===== src/rtl/mc_control_unit_pkg.sv =====
// mc_control_unit_pkg: shared definitions for the multicycle control unit.
//   ctrl_state_e       FSM state encoding (fixed values for legacy traces)
//   ALU_*              ALUOp function codes
//   SPLICE_*           access-size codes for LoadSplice/StoreSplice
//   OP_*, F3_*, F7_*   RV64 opcode / funct3 / funct7 field values
//   load_splice/store_splice  funct3 -> access-size helpers
package mc_control_unit_pkg;

  typedef enum logic [4:0] {
    FETCH     = 5'd0,
    IR_LOAD   = 5'd1,
    DECODE    = 5'd2,
    EXEC_R    = 5'd3,
    EXEC_I    = 5'd4,
    ALU_WB    = 5'd5,
    MEM_ADDR  = 5'd6,
    MEM_RD    = 5'd7,
    MEM_LATCH = 5'd8,
    LOAD_WB   = 5'd9,
    MEM_WR    = 5'd10,
    BR_CMP    = 5'd11,
    BR_TGT    = 5'd12,
    JAL       = 5'd13,
    JALR      = 5'd14,
    LUI       = 5'd15,
    EXCEPT    = 5'd16,
    HALT      = 5'd17
  } ctrl_state_e;

  localparam logic [3:0] ALU_ADD = 4'b0001;
  localparam logic [3:0] ALU_SUB = 4'b0010;
  localparam logic [3:0] ALU_AND = 4'b0011;
  localparam logic [3:0] ALU_XOR = 4'b0100;
  localparam logic [3:0] ALU_SLT = 4'b0101;

  localparam logic [1:0] SPLICE_D = 2'b00;
  localparam logic [1:0] SPLICE_W = 2'b01;
  localparam logic [1:0] SPLICE_H = 2'b10;
  localparam logic [1:0] SPLICE_B = 2'b11;

  localparam logic [6:0] OP_R      = 7'b0110011;
  localparam logic [6:0] OP_I      = 7'b0010011;
  localparam logic [6:0] OP_LOAD   = 7'b0000011;
  localparam logic [6:0] OP_STORE  = 7'b0100011;
  localparam logic [6:0] OP_BRANCH = 7'b1100011;
  localparam logic [6:0] OP_JAL    = 7'b1101111;
  localparam logic [6:0] OP_JALR   = 7'b1100111;
  localparam logic [6:0] OP_LUI    = 7'b0110111;
  localparam logic [6:0] OP_SYSTEM = 7'b1110011;

  localparam logic [2:0] F3_ADD = 3'b000;
  localparam logic [2:0] F3_SLT = 3'b010;
  localparam logic [2:0] F3_XOR = 3'b100;
  localparam logic [2:0] F3_AND = 3'b111;
  localparam logic [2:0] F3_D   = 3'b011;
  localparam logic [2:0] F3_W   = 3'b010;
  localparam logic [2:0] F3_H   = 3'b001;
  localparam logic [2:0] F3_BU  = 3'b100;
  localparam logic [2:0] F3_B   = 3'b000;
  localparam logic [2:0] F3_BEQ = 3'b000;
  localparam logic [2:0] F3_BNE = 3'b001;
  localparam logic [2:0] F3_BLT = 3'b100;
  localparam logic [2:0] F3_BGE = 3'b101;

  localparam logic [6:0] F7_BASE = 7'b0000000;
  localparam logic [6:0] F7_SUB  = 7'b0100000;

  function automatic logic [1:0] load_splice(input logic [2:0] f3);
    case (f3)
      F3_D:    return SPLICE_D;
      F3_W:    return SPLICE_W;
      F3_H:    return SPLICE_H;
      default: return SPLICE_B;
    endcase
  endfunction

  function automatic logic [1:0] store_splice(input logic [2:0] f3);
    case (f3)
      F3_D:    return SPLICE_D;
      F3_W:    return SPLICE_W;
      F3_H:    return SPLICE_H;
      default: return SPLICE_B;
    endcase
  endfunction

endpackage


===== src/rtl/mc_control_unit_if.sv =====
// mc_control_unit_if: control-unit <-> datapath bundle.
//   master: control unit (consumes instruction + ALU flags, drives all flags)
//   slave : datapath side (drives instruction + ALU flags, consumes flags)
interface mc_control_unit_if;
  logic [31:0] instruction;
  logic        alu_zero, alu_equal, alu_greater, alu_less;
  logic        PCWriteState, PCSource;
  logic [1:0]  ALUSrcA, ALUSrcB;
  logic [3:0]  ALUOp;
  logic        LoadAOut, LoadRegA, LoadRegB, RegWrite, LoadMDR;
  logic [1:0]  MemToReg;
  logic        DMemOp;
  logic [1:0]  LoadSplice, StoreSplice;
  logic        IMemRead, IRWrite;
  logic        IntCause, EPCWrite, CauseWrite;
  logic        halted;

  modport master (
    input  instruction, alu_zero, alu_equal, alu_greater, alu_less,
    output PCWriteState, PCSource, ALUSrcA, ALUSrcB, ALUOp,
           LoadAOut, LoadRegA, LoadRegB, RegWrite, LoadMDR, MemToReg,
           DMemOp, LoadSplice, StoreSplice, IMemRead, IRWrite,
           IntCause, EPCWrite, CauseWrite, halted
  );

  modport slave (
    output instruction, alu_zero, alu_equal, alu_greater, alu_less,
    input  PCWriteState, PCSource, ALUSrcA, ALUSrcB, ALUOp,
           LoadAOut, LoadRegA, LoadRegB, RegWrite, LoadMDR, MemToReg,
           DMemOp, LoadSplice, StoreSplice, IMemRead, IRWrite,
           IntCause, EPCWrite, CauseWrite, halted
  );
endinterface


===== src/rtl/mc_control_unit_ctrl_alu_decode.sv =====
// ctrl_alu_decode: combinational instruction-field decode.
//   opcode, funct3, funct7 -> alu_op (ALUOp for EXEC_R/EXEC_I), legal
// legal covers R-type op combos, load/store funct3 and branch funct3.
// Macro CTRL_BRANCH_EXT_EN: also accept blt/bge branch funct3.
module ctrl_alu_decode
  import mc_control_unit_pkg::*;
(
  input  logic [6:0] opcode,
  input  logic [2:0] funct3,
  input  logic [6:0] funct7,
  output logic [3:0] alu_op,
  output logic       legal
);

  always_comb begin
    alu_op = ALU_ADD;
    legal  = 1'b1;
    case (opcode)
      OP_R: begin
        alu_op = '0;
        legal  = 1'b0;
        if (funct7 == F7_BASE) begin
          legal = 1'b1;
          case (funct3)
            F3_ADD:  alu_op = ALU_ADD;
            F3_XOR:  alu_op = ALU_XOR;
            F3_SLT:  alu_op = ALU_SLT;
            F3_AND:  alu_op = ALU_AND;
            default: legal  = 1'b0;
          endcase
        end else if (funct7 == F7_SUB && funct3 == F3_ADD) begin
          alu_op = ALU_SUB;
          legal  = 1'b1;
        end
      end
      OP_I: begin
        case (funct3)
          F3_ADD:  alu_op = ALU_ADD;
          F3_XOR:  alu_op = ALU_XOR;
          F3_SLT:  alu_op = ALU_SLT;
          F3_AND:  alu_op = ALU_AND;
          default: begin
            alu_op = '0;
            legal  = 1'b0;
          end
        endcase
      end
      OP_LOAD:  legal = funct3 inside {F3_D, F3_W, F3_H, F3_BU};
      OP_STORE: legal = funct3 inside {F3_D, F3_W, F3_H, F3_B};
      OP_BRANCH: begin
        alu_op = ALU_SUB;
`ifdef CTRL_BRANCH_EXT_EN
        legal = funct3 inside {F3_BEQ, F3_BNE, F3_BLT, F3_BGE};
`else
        legal = funct3 inside {F3_BEQ, F3_BNE};
`endif
      end
      OP_JAL, OP_JALR, OP_LUI, OP_SYSTEM: legal = 1'b1;
      default: legal = 1'b0;
    endcase
  end

endmodule


===== src/rtl/mc_control_unit.sv =====
// mc_control_unit: Moore multicycle control FSM for the RV64 datapath.
//   clk    clock
//   reset  asynchronous, active-low
//   bus    mc_control_unit_if.master (instruction/ALU flags in, all
//          datapath control flags and halted out)
// Parameter HALT_ON_EXC: 1 parks in HALT after an exception, 0 refetches.
// Macro CTRL_BRANCH_EXT_EN (in ctrl_alu_decode): enables blt/bge.
module mc_control_unit
  import mc_control_unit_pkg::*;
#(
  parameter bit HALT_ON_EXC = 1'b1
) (
  input  logic              clk,
  input  logic              reset,
  mc_control_unit_if.master bus
);

  ctrl_state_e state, next_state;
  logic        branch_taken_q;
  logic        br_taken;
  logic [6:0]  opcode;
  logic [2:0]  funct3;
  logic [6:0]  funct7;
  logic [3:0]  dec_op;
  logic        dec_legal;

  assign opcode = bus.instruction[6:0];
  assign funct3 = bus.instruction[14:12];
  assign funct7 = bus.instruction[31:25];

  ctrl_alu_decode u_dec (
    .opcode (opcode),
    .funct3 (funct3),
    .funct7 (funct7),
    .alu_op (dec_op),
    .legal  (dec_legal)
  );

  always_comb begin
    case (funct3)
      F3_BNE:  br_taken = !bus.alu_equal;
      F3_BLT:  br_taken = bus.alu_less;
      F3_BGE:  br_taken = !bus.alu_less;
      default: br_taken = bus.alu_equal;
    endcase
  end

  always_ff @(posedge clk or negedge reset) begin
    if (!reset) begin
      state          <= FETCH;
      branch_taken_q <= 1'b0;
    end else begin
      state <= next_state;
      if (state == BR_CMP && dec_legal) branch_taken_q <= br_taken;
    end
  end

  always_comb begin
    next_state = state;
    case (state)
      FETCH:   next_state = IR_LOAD;
      IR_LOAD: next_state = DECODE;
      DECODE: begin
        case (opcode)
          OP_R:              next_state = EXEC_R;
          OP_I:              next_state = EXEC_I;
          OP_LOAD, OP_STORE: next_state = dec_legal ? MEM_ADDR : EXCEPT;
          OP_BRANCH:         next_state = BR_CMP;
          OP_JAL:            next_state = JAL;
          OP_JALR:           next_state = JALR;
          OP_LUI:            next_state = LUI;
          OP_SYSTEM:         next_state = HALT;
          default:           next_state = EXCEPT;
        endcase
      end
      EXEC_R:    next_state = dec_legal ? ALU_WB : EXCEPT;
      EXEC_I:    next_state = ALU_WB;
      ALU_WB:    next_state = FETCH;
      MEM_ADDR:  next_state = (opcode == OP_LOAD) ? MEM_RD : MEM_WR;
      MEM_RD:    next_state = MEM_LATCH;
      MEM_LATCH: next_state = LOAD_WB;
      LOAD_WB:   next_state = FETCH;
      MEM_WR:    next_state = FETCH;
      BR_CMP:    next_state = dec_legal ? BR_TGT : EXCEPT;
      BR_TGT:    next_state = FETCH;
      JAL:       next_state = FETCH;
      JALR:      next_state = FETCH;
      LUI:       next_state = ALU_WB;
      EXCEPT:    next_state = HALT_ON_EXC ? HALT : FETCH;
      HALT:      next_state = HALT;
      default:   next_state = FETCH;
    endcase
  end

  always_comb begin
    bus.PCWriteState = 1'b0;
    bus.PCSource     = 1'b0;
    bus.ALUSrcA      = '0;
    bus.ALUSrcB      = '0;
    bus.ALUOp        = '0;
    bus.LoadAOut     = 1'b0;
    bus.LoadRegA     = 1'b0;
    bus.LoadRegB     = 1'b0;
    bus.RegWrite     = 1'b0;
    bus.LoadMDR      = 1'b0;
    bus.MemToReg     = '0;
    bus.DMemOp       = 1'b0;
    bus.LoadSplice   = '0;
    bus.StoreSplice  = '0;
    bus.IMemRead     = 1'b0;
    bus.IRWrite      = 1'b0;
    bus.IntCause     = 1'b0;
    bus.EPCWrite     = 1'b0;
    bus.CauseWrite   = 1'b0;
    bus.halted       = 1'b0;
    case (state)
      FETCH: bus.IMemRead = 1'b1;
      IR_LOAD: begin
        bus.IRWrite  = 1'b1;
        bus.ALUSrcB  = 2'b01;
        bus.ALUOp    = ALU_ADD;
        bus.LoadAOut = 1'b1;
      end
      DECODE: begin
        bus.LoadRegA = 1'b1;
        bus.LoadRegB = 1'b1;
        // Branches and jumps keep the old PC: BR_TGT/JAL need it for PC+imm.
        if (!(opcode inside {OP_BRANCH, OP_JAL, OP_JALR})) begin
          bus.PCWriteState = 1'b1;
          bus.PCSource     = 1'b1;
        end
      end
      EXEC_R: begin
        bus.ALUSrcA  = 2'b01;
        bus.ALUOp    = dec_op;
        // Suppressed on an illegal op so ALUOut still holds PC+4 for EPC.
        bus.LoadAOut = dec_legal;
      end
      EXEC_I: begin
        bus.ALUSrcA  = 2'b01;
        bus.ALUSrcB  = 2'b10;
        bus.ALUOp    = dec_op;
        bus.LoadAOut = 1'b1;
      end
      ALU_WB: bus.RegWrite = 1'b1;
      MEM_ADDR: begin
        bus.ALUSrcA  = 2'b01;
        bus.ALUSrcB  = 2'b10;
        bus.ALUOp    = ALU_ADD;
        bus.LoadAOut = 1'b1;
      end
      MEM_LATCH: bus.LoadMDR = 1'b1;
      LOAD_WB: begin
        bus.RegWrite   = 1'b1;
        bus.MemToReg   = 2'b01;
        bus.LoadSplice = load_splice(funct3);
      end
      MEM_WR: begin
        bus.DMemOp      = 1'b1;
        bus.StoreSplice = store_splice(funct3);
      end
      BR_CMP: begin
        bus.ALUSrcA = 2'b01;
        bus.ALUOp   = ALU_SUB;
      end
      BR_TGT: begin
        bus.ALUSrcB      = 2'b10;
        bus.ALUOp        = ALU_ADD;
        bus.PCWriteState = 1'b1;
        bus.PCSource     = !branch_taken_q;
      end
      JAL, JALR: begin
        bus.RegWrite     = 1'b1;
        bus.ALUSrcA      = (state == JALR) ? 2'b01 : 2'b00;
        bus.ALUSrcB      = 2'b10;
        bus.ALUOp        = ALU_ADD;
        bus.PCWriteState = 1'b1;
      end
      LUI: begin
        bus.ALUSrcA  = 2'b10;
        bus.ALUSrcB  = 2'b10;
        bus.ALUOp    = ALU_ADD;
        bus.LoadAOut = 1'b1;
      end
      EXCEPT: begin
        bus.CauseWrite = 1'b1;
        bus.EPCWrite   = 1'b1;
      end
      HALT: bus.halted = 1'b1;
      default: ;
    endcase
  end

endmodule


===== src/flat_wrapper.sv =====
// flat-port wrapper written by rule: the top's interface ports become plain ports
module mc_control_unit_flat import mc_control_unit_pkg::*;
#(
  parameter bit HALT_ON_EXC = 1'b1
)
  (clk, reset, bus_instruction, bus_alu_zero, bus_alu_equal, bus_alu_greater, bus_alu_less, bus_PCWriteState, bus_PCSource, bus_ALUSrcA, bus_ALUSrcB, bus_ALUOp, bus_LoadAOut, bus_LoadRegA, bus_LoadRegB, bus_RegWrite, bus_LoadMDR, bus_MemToReg, bus_DMemOp, bus_LoadSplice, bus_StoreSplice, bus_IMemRead, bus_IRWrite, bus_IntCause, bus_EPCWrite, bus_CauseWrite, bus_halted);
  mc_control_unit_if bus_i ();
  input  logic clk;
  input  logic reset;
  input wire logic [$bits(bus_i.instruction)-1:0] bus_instruction;
  input wire logic [$bits(bus_i.alu_zero)-1:0] bus_alu_zero;
  input wire logic [$bits(bus_i.alu_equal)-1:0] bus_alu_equal;
  input wire logic [$bits(bus_i.alu_greater)-1:0] bus_alu_greater;
  input wire logic [$bits(bus_i.alu_less)-1:0] bus_alu_less;
  output wire logic [$bits(bus_i.PCWriteState)-1:0] bus_PCWriteState;
  output wire logic [$bits(bus_i.PCSource)-1:0] bus_PCSource;
  output wire logic [$bits(bus_i.ALUSrcA)-1:0] bus_ALUSrcA;
  output wire logic [$bits(bus_i.ALUSrcB)-1:0] bus_ALUSrcB;
  output wire logic [$bits(bus_i.ALUOp)-1:0] bus_ALUOp;
  output wire logic [$bits(bus_i.LoadAOut)-1:0] bus_LoadAOut;
  output wire logic [$bits(bus_i.LoadRegA)-1:0] bus_LoadRegA;
  output wire logic [$bits(bus_i.LoadRegB)-1:0] bus_LoadRegB;
  output wire logic [$bits(bus_i.RegWrite)-1:0] bus_RegWrite;
  output wire logic [$bits(bus_i.LoadMDR)-1:0] bus_LoadMDR;
  output wire logic [$bits(bus_i.MemToReg)-1:0] bus_MemToReg;
  output wire logic [$bits(bus_i.DMemOp)-1:0] bus_DMemOp;
  output wire logic [$bits(bus_i.LoadSplice)-1:0] bus_LoadSplice;
  output wire logic [$bits(bus_i.StoreSplice)-1:0] bus_StoreSplice;
  output wire logic [$bits(bus_i.IMemRead)-1:0] bus_IMemRead;
  output wire logic [$bits(bus_i.IRWrite)-1:0] bus_IRWrite;
  output wire logic [$bits(bus_i.IntCause)-1:0] bus_IntCause;
  output wire logic [$bits(bus_i.EPCWrite)-1:0] bus_EPCWrite;
  output wire logic [$bits(bus_i.CauseWrite)-1:0] bus_CauseWrite;
  output wire logic [$bits(bus_i.halted)-1:0] bus_halted;
  assign bus_i.instruction = bus_instruction;
  assign bus_i.alu_zero = bus_alu_zero;
  assign bus_i.alu_equal = bus_alu_equal;
  assign bus_i.alu_greater = bus_alu_greater;
  assign bus_i.alu_less = bus_alu_less;
  assign bus_PCWriteState = bus_i.PCWriteState;
  assign bus_PCSource = bus_i.PCSource;
  assign bus_ALUSrcA = bus_i.ALUSrcA;
  assign bus_ALUSrcB = bus_i.ALUSrcB;
  assign bus_ALUOp = bus_i.ALUOp;
  assign bus_LoadAOut = bus_i.LoadAOut;
  assign bus_LoadRegA = bus_i.LoadRegA;
  assign bus_LoadRegB = bus_i.LoadRegB;
  assign bus_RegWrite = bus_i.RegWrite;
  assign bus_LoadMDR = bus_i.LoadMDR;
  assign bus_MemToReg = bus_i.MemToReg;
  assign bus_DMemOp = bus_i.DMemOp;
  assign bus_LoadSplice = bus_i.LoadSplice;
  assign bus_StoreSplice = bus_i.StoreSplice;
  assign bus_IMemRead = bus_i.IMemRead;
  assign bus_IRWrite = bus_i.IRWrite;
  assign bus_IntCause = bus_i.IntCause;
  assign bus_EPCWrite = bus_i.EPCWrite;
  assign bus_CauseWrite = bus_i.CauseWrite;
  assign bus_halted = bus_i.halted;
  mc_control_unit #(.HALT_ON_EXC(HALT_ON_EXC)) u_core (.clk(clk), .reset(reset), .bus(bus_i));
endmodule

===== config.mk =====
export PLATFORM = sky130hd
export DESIGN_NAME = mc_control_unit_flat
export DESIGN_NICKNAME = d
export VERILOG_FILES = /design/src/rtl/mc_control_unit_pkg.sv /design/src/rtl/mc_control_unit_if.sv /design/src/rtl/mc_control_unit_ctrl_alu_decode.sv /design/src/rtl/mc_control_unit.sv /design/src/flat_wrapper.sv
export SDC_FILE = /design/constraint.sdc
export NUM_CORES = 1
export LEC_CHECK = 0
export ABC_AREA = 1
export BUFFER_PORTS_ARGS = -buffer_cell sky130_fd_sc_hd__buf_2
export CAP_MARGIN = 20
export CORE_UTILIZATION = 44
export DETAILED_ROUTE_END_ITERATION = 8
export HOLD_SLACK_MARGIN = 0.06
export PLACE_DENSITY = 0.89
export SYNTH_ARGS = -nofsm -noshare
export SYNTH_HDL_FRONTEND = slang
export SYNTH_SLANG_ARGS = --single-unit
export TNS_END_PERCENT = 30

===== constraint.sdc =====
create_clock -name clk -period 1.4 [get_ports clk]
set_input_delay 0.21 -clock clk [delete_from_list [all_inputs] [get_ports clk]]
set_output_delay 0.21 -clock clk [all_outputs]
set_load 0.02 [all_outputs]

# Word level (Yosys, flattened, before mapping)
# Index checks and enable logic that the tools add are counted.
dict set report op_classes {
  reduce_logical 25
  muxes 35
  eq_ne 33
}
# operator n
set ops {}
lappend ops {{$pmux W5 S10} 1}
lappend ops {{$eq A5 B4 Y1 const B} 8}
lappend ops {{$pmux W5 S8} 1}
lappend ops {{$eq A7 B6 Y1 const B} 4}
lappend ops {{$eq A7 B7 Y1 const B} 4}
lappend ops {{$pmux W4 S3} 2}
lappend ops {{$eq A5 B3 Y1 const B} 4}
lappend ops {{$reduce_or A4 Y1} 5}
lappend ops {{$mux W5} 3}
lappend ops {{$mux W1} 14}
lappend ops {{$pmux W2 S3} 2}
lappend ops {{$pmux W3 S4} 1}
lappend ops {{$reduce_or A6 Y1} 2}
lappend ops {{$eq A5 B2 Y1 const B} 2}
lappend ops {{$eq A5 B5 Y1 const B} 2}
lappend ops {{$reduce_or A2 Y1} 5}
lappend ops {{$eq A3 B3 Y1 const B} 3}
lappend ops {{$mux W4} 2}
lappend ops {{$reduce_bool A4 Y1} 2}
lappend ops {{$eq A7 B2 Y1 const B} 1}
lappend ops {{$eq A7 B5 Y1 const B} 1}
lappend ops {{$logic_not A7 Y1} 1}
lappend ops {{$eq A3 B2 Y1 const B} 2}
lappend ops {{$mux W2} 3}
lappend ops {{13 further kinds} 18}
dict set report word_totals {
  reg_bits 6
  elab_cells 95
  input_bits 38
}

# Depth between registers and ports, before layout
dict set report logic_depth {
  ltp_word 8
  depth_mapped 12
}

# Modules after synthesis
# From an unflattened synthesis, not the netlist that was laid out.
dict set report unflattened {
  hier_cells 249
  hier_area_um2 1283.7
}
# module instances cells_per_inst area_per_inst_um2 seq_area_each_um2
set by_module_without_submodules {}
lappend by_module_without_submodules {mc_control_unit 1 167 909.6 150.1}
lappend by_module_without_submodules {ctrl_alu_decode 1 82 374.1 0.0}

# Worst setup path after synthesis
# No wires, ideal clock.
dict set report synth_timing {
  path_kind {reg2out}
  start {register u_core.state[0]}
  end {output port bus_ALUOp[2]}
  path_stages_with_launch 9
  setup_slack_ns -0.333
  arrival_time_ns 1.523
  path_buffers 0
  cell_sequence {dfrtp_1 -> nand2_1 -> nor2_1 -> inv_2 -> nor2_2 -> nor2_1 -> inv_1 -> nand2_1 -> a211oi_1}
}
dict set report synth_between {
  elab_chain_len 3
  word_cells_on_any_way 12
  cone_classes {9 x eq/ne; 1 x mux; 2 x reduce/logical}
}
# element line_no
set synth_rtl {}
lappend synth_rtl {{start, declared} mc_control_unit.sv:18} ;# ctrl_state_e state, next_state;
lappend synth_rtl {{start signal, assigned} mc_control_unit.sv:53} ;# state <= next_state;
lappend synth_rtl {{$eq A5 B4 Y1 (tied with other cells)} mc_control_unit.sv:116} ;# case (state)
lappend synth_rtl {{$reduce_or A6 Y1 (no source line) / $reduce_or A2 Y1 (equally long branches)} --}
lappend synth_rtl {{$pmux W4 S3 (*)} mc_control_unit.sv:116}
lappend synth_rtl {{end, declared} flat_wrapper.sv:19} ;# output wire logic [$bits(bus_i.ALUOp)-1:0] bus_ALUOp;
# Mark *: on every way between the ends. The rest lies on a longest branch, timed or not.

# Final worst setup path
dict set report layout_timing {
  start {register u_core.state[2]}
  end {output port bus_ALUOp[2]}
}
# Same word-level chain as after synthesis.

==> flow_summary.json <==
{
  "skew_ns": 0.004635,
  "drtIter0Drc": 164,
  "startpoint_type": "register",
  "hold_viol_final": 0,
  "numPortBuffers": 45,
  "setup_violations": 31,
  "finalNetCount": 344,
  "antenna_found_initial": 0,
  "fin_crit_ns": 2.018,
  "period_share": 1.441,
  "grt.total_usage": 0.3182,
  "whs_ns": 0.3196,
  "die_h_microns": 52.17,
  "crit_arrival_ns": 1.81,
  "placementRows": 17,
  "slowest_stage": "dfrtp_1",
  "synth_fa_ha_area_frac": 0,
  "core_sq_mm": 0.002297,
  "via_per_inst": 5.931,
  "yosysWarnings": 0,
  "synth_top_area_share": 0.1525,
  "syn-cell-area_sq_mm": 0.001107,
  "wl_per_cell_microns": 17.68,
  "fmax_ghz": 0.4956,
  "rsz0062_at_grt": "true",
  "initial_core_util": 0.4820,
  "dieArea_sq_mm": 0.002721,
  "cts_tree": "done",
  "post_synth_xor_area_fraction": 0,
  "fillers": 93,
  "critical_path.max_stage_delay_ns": 0.37,
  "die_w_microns": 52.17,
  "startpoint": "u_core.state[2]$_DFF_PN0_",
  "worstPathCellList": "inv_1 -> nor2_2 -> nand2_2 -> nor2_2 -> nor2_2 -> inv_2 -> nand2_4 -> a211oi_4 -> buf_6",
  "critPathRequiredTime_ns": 1.19,
  "cts_buffers": 3,
  "endpoint_kind": "primary output",
  "ir_worst_vdd_v": 0.001114,
  "outcome": "complete, but fails checks",
  "place_congestion": 0.9387,
  "avgSynthCellArea_sq_um": 5.375,
  "grt_overflow": 0,
  "drt_first_pass_iters": 5,
  "finalMaxSlewViolations": 0,
  "hold_class": "primary input to async pin",
  "root_buffer": "clkbuf_4",
  "htree_levels": 1,
  "clk_latency_ns": 0.24,
  "grt_pass1_vias": 1624,
  "worst_slack_ns": -0.6178,
  "synth-compound-area-share": 0.1458,
  "grt_pass1_wl_microns": 6451,
  "cellLeakagePower_nw": 1.125,
  "synth_area_leaders": "nand2_1 (15%), nor2_1 (15%), dfrtp_1 (14%)",
  "crit_type": "register to primary output",
  "synthSimpleGateAreaFrac": 0.5458,
  "grt_max_degree": 9,
  "fin_tns_setup_ns": -12.16,
  "clkTransAtPathRegs_ns": 0.05,
  "area_delta_synth_final_pct": 85.65,
  "final_layout_size_suffix_gt1_frac": 0.5691,
  "dp_hpwl_microns": 2764,
  "max-cap-violations": 0,
  "ant_nets": 0,
  "yosysUniqueCellTypes": 29,
  "diodes": 0,
  "crit_top_cell": "nor2_2",
  "yosys.area.top_type": "nand2_1",
  "muxShareOfSynthArea": 0,
  "wirelength_microns": 5871,
  "cts_sinks": 6,
  "yosysSeqAreaShare": 0.1356,
  "vias": 1969,
  "drc": 0,
  "ys_ff_latch": 6,
  "reg2reg_from": "u_core.state[2]$_DFF_PN0_",
  "p_per_area_mw_per_mm2": 1099,
  "max-clock-path-buffers": 2,
  "io-pin-count": 66,
  "cp_max_fo": 2,
  "synth_top_family_by_area": "simple AND/OR/NAND/NOR gates",
  "synthCells": 206,
  "violations": "setup timing"
}
==> flip-flops by register name, indices dropped and copies added, names as in the netlist <==
| register | count |
|---|---|
| u_core.state | 5 |
| u_core.branch_taken_q | 1 |
==> area by class of cell <==
type | instances | area [sq um] | share of cell area
flip-flops and latches | 6 | 152.6 | 0.07425
clock buffers | 3 | 22.52 | 0.01096
repair buffers | 99 | 718.2 | 0.3494
inverters | 38 | 150.1 | 0.07304
multi-input cells | 158 | 977.2 | 0.4754
well taps | 28 | 35.03 | 0.01704
==> logic make-up after synthesis <==
| kind of cell | Yosys count |
|---|---|
| AOI/OAI and AO/OA | 26 |
| other | 1 |
| buffers and inverters | 44 |
| DFF | 6 |
| and+or+nand+nor | 129 |
==> per-layer routing <==
layer	up-vias	share of wire	GRT usage
met3	79	0.098	0.04386
li1	837	-	-
met2	219	0.47	0.6111
met5	-	0	0
met1	834	0.34	0.3053
met4	0	0.096	0.2193
==> synth_stat cells <==
cell type	n
a211oi_1	1
a21boi_1	2
a21o_1	1
a21oi_1	6
a221oi_1	1
buf_4	6
conb_1	1
dfrtp_1	6
inv_1	30
inv_2	8
nand2_1	45
nand2_2	2
nand2_4	2
nand3_1	13
nand3_2	2
nand3_4	1
nand4_1	2
nor2_1	45
nor2_2	9
nor2_4	3
nor3_1	4
nor4_1	1
o2111ai_1	1
o211ai_1	2
o21ai_0	6
o21ai_1	3
o21ai_2	1
o21bai_1	1
o31ai_1	1
==> placed cells by master (no fill, tap or decap), types with 2 or more instances in the layout <==
cell type	n
nor3_2	2
dfrtp_2	2
o21ai_1	3
a21oi_1	6
a21boi_2	2
o21ai_0	4
nor2_2	16
clkbuf_4	3
nand3_1	11
o21ai_2	2
nor2_1	26
nand3_2	4
nand4_1	2
buf_6	10
nand2_1	39
buf_4	62
dfrtp_1	4
o211ai_1	2
inv_1	23
buf_2	26
nor3_1	2
inv_2	12
nand2_4	3
nor2_4	15
conb_1	3
inv_4	3
nand2_2	7
==> worst paths after layout <==
check	end	slack, ns	cells past startpoint
min in group clk	u_core.branch_taken_q$_DFFE_PN0P_	0.42	3
worst min-delay path	u_core.state[2]$_DFF_PN0_	0.32	2
worst min register to register	u_core.branch_taken_q$_DFFE_PN0P_	0.59	2
worst max-delay path	bus_ALUOp[2]	-0.62	9
max in group asynchronous	u_core.state[3]$_DFF_PN0_	0.92	2
worst max register to register	u_core.state[4]$_DFF_PN0_	-0.33	11
==> per-stage QoR <==
stage	area (sq um)	instances	util	power (mW)	worst slack, ns
2_1_floorplan	1155	208	-	0.9570	-0.1008
3_3_place_gp	1693	318	0.7369	1.446	-0.2002
3_5_place_dp	1693	318	0.7369	1.474	-0.2435
4_1_cts	1891	326	0.8230	1.871	-0.3722
5_1_grt	2056	332	0.8949	2.382	-0.7738
6_report	2056	332	0.8949	2.259	-0.6178
==> power breakdown <==
group          internal [mW]  switching, mW  total [mW]  leakage [nW]
logic                  0.728           1.09        1.82          1.03
clock network         0.0966         0.0564       0.153        0.0138
registers              0.221         0.0645       0.285        0.0760
total                   1.05           1.21        2.26          1.12
==> critical path, delay by kind of cell, from the launching register on <==
kind                   cells  cell delay (ns)
AOI/OAI and AO/OA          1             0.22
buffers and inverters      3             0.34
DFF                        1             0.37
and+or+nand+nor            5             0.64
==> repair_timing <==
item / 4_1_cts / 5_1_grt
pin swaps: 6 / 11
hold endpoints to repair: 6 / 0
setup endpoints to repair: 28 / 31
hold buffers: 1 / 0
resized for setup: 48 / 34
buffers inserted: 4 / 6
No activity file was read; power rests on OpenSTA's default activity.
